`config.mk`:
```
export PLATFORM = sky130hd
export DESIGN_NAME = cid8b_pipe
export DESIGN_NICKNAME = d
export VERILOG_FILES = /design/src/rtl/cid8b_pipe.sv
export SDC_FILE = /design/constraint.sdc
export NUM_CORES = 1
export LEC_CHECK = 0
export ABC_AREA = 1
export CORE_UTILIZATION = 48
export CTS_CLUSTER_SIZE = 28
export DETAILED_ROUTE_END_ITERATION = 16
export PLACE_DENSITY = 0.78
export SKIP_CTS_REPAIR_TIMING = 1
export SYNTH_ARGS = -nofsm -noshare
export SYNTH_HDL_FRONTEND = slang
export SYNTH_SLANG_ARGS = --single-unit
export TNS_END_PERCENT = 1
```
`constraint.sdc`:
```
create_clock -name clk -period 2.8 [get_ports clk]
set_input_delay 0.56 -clock clk [delete_from_list [all_inputs] [get_ports clk]]
set_output_delay 0.56 -clock clk [all_outputs]
set_load 0.1 [all_outputs]
```
`src/rtl/cid8b_pipe.sv`:
```
// cid8b_pipe: two-stage pipelined 8-bit subtractor with borrow-in and a
// valid/ready handshake on both sides.
//
// Stage 1 splits the subtraction into nibbles. The low nibble takes the
// borrow-in. The high nibble is computed with zero borrow-in, so neither
// nibble waits on the other. Stage 2 applies the low-nibble borrow to the
// high nibble with a decrementer and forms the final flags.
//
// Ports
//   clk        clock, all state changes on the rising edge
//   rst        synchronous active-high reset; discards in-flight beats
//   inA        minuend (unsigned or two's complement)
//   inB        subtrahend
//   bin        borrow-in
//   in_valid   operand beat offered
//   in_ready   block accepts a beat this cycle (combinational from out_ready)
//   diff       (inA - inB - bin) mod 256
//   bout       unsigned borrow-out: 1 iff inA < inB + bin
//   ovf        two's-complement overflow of the subtraction
//   out_valid  result beat presented
//   out_ready  consumer accepts the result this cycle
module cid8b_pipe (
   input  logic       clk,
   input  logic       rst,
   input  logic [7:0] inA,
   input  logic [7:0] inB,
   input  logic       bin,
   input  logic       in_valid,
   output logic       in_ready,
   output logic [7:0] diff,
   output logic       bout,
   output logic       ovf,
   output logic       out_valid,
   input  logic       out_ready
);

   // stage valid flags
   logic       s1_v_q, s1_v_d;
   logic       s2_v_q, s2_v_d;

   // stage 1 registers: nibble differences, their borrows, operand signs
   logic [3:0] lo_q, lo_d;
   logic       b4_q, b4_d;
   logic [3:0] hi_q, hi_d;
   logic       bh_q, bh_d;
   logic       sa_q, sa_d;
   logic       sb_q, sb_d;

   // stage 2 (output) registers
   logic [7:0] diff_q, diff_d;
   logic       bout_q, bout_d;
   logic       ovf_q, ovf_d;

   logic       accept;
   logic       s1_adv;
   logic       s2_drain;
   logic [4:0] lo_full;
   logic [4:0] hi_full;
   logic [4:0] dec_full;

   // handshake
   always_comb begin
      s2_drain = s2_v_q & out_ready;
      // s1 may move forward when s2 is empty or is being emptied right now
      s1_adv   = s1_v_q & (~s2_v_q | out_ready);
      in_ready = ~s1_v_q | s1_adv;
      accept   = in_valid & in_ready;
      s1_v_d   = accept | (s1_v_q & ~s1_adv);
      s2_v_d   = s1_adv | (s2_v_q & ~s2_drain);
   end

   // ---- stage 1: nibble differences ----
   // 5-bit results: bit 4 is the nibble borrow (the value went negative)
   always_comb begin
      lo_full = {1'b0, inA[3:0]} - {1'b0, inB[3:0]} - {4'b0000, bin};
      hi_full = {1'b0, inA[7:4]} - {1'b0, inB[7:4]};
      lo_d = lo_q;
      b4_d = b4_q;
      hi_d = hi_q;
      bh_d = bh_q;
      sa_d = sa_q;
      sb_d = sb_q;
      if (accept) begin
         lo_d = lo_full[3:0];
         b4_d = lo_full[4];
         hi_d = hi_full[3:0];
         bh_d = hi_full[4];
         sa_d = inA[7];
         sb_d = inB[7];
      end
   end

   // ---- stage 2: apply low-nibble borrow to high nibble ----
   // The decrement can only wrap when the high difference is 0, in which case
   // the high nibble itself did not borrow, so bh and the wrap never both set.
   always_comb begin
      dec_full = {1'b0, hi_q} - {4'b0000, b4_q};
      diff_d   = diff_q;
      bout_d   = bout_q;
      ovf_d    = ovf_q;
      if (s1_adv) begin
         diff_d = {dec_full[3:0], lo_q};
         bout_d = bh_q | dec_full[4];
         // operand signs differ and result sign differs from the minuend
         ovf_d  = (sa_q ^ sb_q) & (dec_full[3] ^ sa_q);
      end
   end

   always_ff @(posedge clk) begin
      if (rst) begin
         s1_v_q <= 1'b0;
         s2_v_q <= 1'b0;
         lo_q   <= 4'h0;
         b4_q   <= 1'b0;
         hi_q   <= 4'h0;
         bh_q   <= 1'b0;
         sa_q   <= 1'b0;
         sb_q   <= 1'b0;
         diff_q <= 8'h00;
         bout_q <= 1'b0;
         ovf_q  <= 1'b0;
      end else begin
         s1_v_q <= s1_v_d;
         s2_v_q <= s2_v_d;
         lo_q   <= lo_d;
         b4_q   <= b4_d;
         hi_q   <= hi_d;
         bh_q   <= bh_d;
         sa_q   <= sa_d;
         sb_q   <= sb_d;
         diff_q <= diff_d;
         bout_q <= bout_d;
         ovf_q  <= ovf_d;
      end
   end

   assign diff      = diff_q;
   assign bout      = bout_q;
   assign ovf       = ovf_q;
   assign out_valid = s2_v_q;

endmodule

```
==> reports/metrics.cfg <==
[synthesis]
synth.distinct_cells=23
yosysTopAreaCell=dfxtp_1
syn_area_mm2=0.00132
synth_edf_count=0
yosysWarnings=0
synth_top_family_by_area=compound AO/OA/AOI/OAI gates
ys_top_cells_by_count=inv_1 (32), dfxtp_1 (24), a21oi_1 (20)
synth-adder-area-share_pct=15.9
synth_top_area_share_pct=36.4
ys_top_cells_by_area=dfxtp_1 (36%), ha_1 (11%), inv_1 (9.1%), a21oi_1 (7.6%), o21ai_0 (6.8%)
synthSimpleGateAreaFrac_pct=16.3
synth_fp_nets=208
synthCells=172
syn_avg_cell_area_um2=7.67
synth_xor_area_share_pct=1.99
yosysMostFrequentCell=inv_1
synth-async-reset-ratio_pct=0
ys_ff_latch=24
synth_compound_area_share_pct=16.5
synth_mux_area_share_pct=0
synthFlopType=dfxtp_1
synth-seq-area-share_pct=36.4

[timing]
worst_hold_slack_ns=0.468
fin_crit_ns=2.66
slew_violations=0
tightestPinTransition_ns=0.536
fin_ws_ns=0.140
setup_viol=0
hold_viol=0
fin_crit_sh_pct=95.0
fin_skew_ns=0.00561
fin_tns_setup_ns=0
clock.fmax_mhz=376
rsz0062_at_grt=false
slew_headroom_pct=64.2

[die]
dieHeight_um=54.4
io_pins=33
core_region_area_mm2=0.00254
die-area_mm2=0.00296
core.rowCount=18
die_w_um=54.4
start_util_pct=51.9

[power]
p_sw_share_pct=35.4
ir_worst_vdd_v=0.000349
seqPwrFrac_pct=45.2
total_power_w=0.000853
p_leak_nw=0.812
internal_power_w=0.000551
p_per_area_mw_per_mm2=511
clockPowerShare_pct=21.4
switchingPower_w=0.000302
combPwrFrac_pct=33.4

[clocking]
h-tree-depth=1
worstSkewPairLatency_ns=0.32
cts_sinks=24
clkSlewWorstSetupHoldPaths_ns=0.13
cts_max_path_buffers=2
cts-root-buf=clkbuf_4
cts_made_buffers=3
cts_tree=built

[grt]
first_global_vias=1077
busiest_layer=met2
grt_start_max_net_pins=21
grt_util_met2_pct=36.0
use_met3_pct=1.67
grt_pass1_wl_mm=4.08
track_usage_pct=19.2
grtUsageMet1_pct=20.3
grt-ovfl-total=0
antenna_found_initial=0

[critical_path]
crit_arrival_ns=2.93
crit_type=in -> reg
r2r-start=out_valid
cp-startpoint=inB[0]
cp.required_ns=3.07
path_max_fanout=2
start_kind=input port
worst_setup_path_end_kind=flip-flop

[drt]
viasPerCell=4.93
drc=0
drt_iter0_markers=12
ant_nets=0
wl_per_cell_um=11.0
drt_wl_total_mm=2.58
vias=1153
dr.pass1.iters=4

[place]
dpl_cell_area_mm2=0.00163
preCtsSetupSlack_ns=-0.292
gp_congestion=0.792
port_buffers=32
hpwl_mm=1.95

[run_status]
status=complete, no violations

[min_path]
min_path_type=reg -> reg
hp-start=lo_q[3]

[finish]
antenna_cells=0
layout-drive-gt1-share_pct=13.7
nFillCells=240
fin_area_mm2=0.00167
nets=241
syn2layout_area_growth_pct=26.5

[flow_run]
drv_cap=0

power groups by stage:
stage,clock (W),combinational (W),sequential (W)
CTS,0.000186,0.000279,0.000386
finish,0.000183,0.000285,0.000386
global placement,0,0.000269,0.000392
global route,0.000200,0.000312,0.000389
detailed placement,0,0.000278,0.000393
floorplan,0,0.000125,0.000472
cell families after synthesis:
logic type                 count (synthesis)
xor gates and xnor gates                   3
buffers and inverters                     39
and+or+nand+nor                           49
AOI/OAI and AO/OA                         42
adders and majority gates                 15
DFF                                       24
flip-flops by register name (all words and copies together), names as in the netlist:
register and flops:
s1_v_q 1, hi_q 4, lo_q 4, bout 1, bh_q 1, sa_q 1, b4_q 1, sb_q 1
ovf 1, diff 8, out_valid 1
critical path, cell delays in order:
cell and delay, ns:
clkdlybuf4s50_1 0.45, inv_1 0.05, fa_1 0.52, inv_1 0.05
ha_1 0.17, or2_4 0.26, fa_2 0.35, inv_1 0.06
nand2_1 0.07, a21oi_2 0.15, nand2_1 0.08, nand2_2 0.05
nor2_1 0.04, nor2_1 0.08
cell usage in the layout, fill, tap and decap left out, drive strengths merged:
cell           count
ha                12
xor2               1
o211ai             1
dfxtp             24
a31oi              1
o21ai             20
or2                1
fa                 3
xnor2              2
inv               34
clkdlybuf4s50     20
clkbuf             4
nand3             11
a21oi             20
nand2             18
buf               13
nor2              19
per-stage QoR:
stage	std cells	util, %
global placement	230	63.9
detailed placement	230	63.9
floorplan	172	-
finish	234	65.6
global route	234	65.6
CTS	234	65.3
final cells by class:
class / instances / area, um^2 / area share [%]
inverters: 34 / 128 / 7.64
well taps: 30 / 37.5 / 2.25
clock buffers: 4 / 36.3 / 2.17
multi-input cells: 109 / 678 / 40.6
flip-flops and latches: 24 / 480 / 28.8
repair buffers: 33 / 310 / 18.6
path summary, 6_finish.rpt:
path	to	slack [ns]	cells past startpoint
worst max register to register	hi_q[0]	1.52	5
worst min register to register	diff[3]	0.47	2
worst min-delay path	diff[3]	0.47	2
worst max-delay path	b4_q	0.14	14
per-layer routing:
metal	part of all wire, %	vias up
met5	0	-
met4	2.5	0
met3	2.3	7
met2	50	25
met1	45	512
li1	-	609
Note: power is estimated with default switching activity, not from simulation.
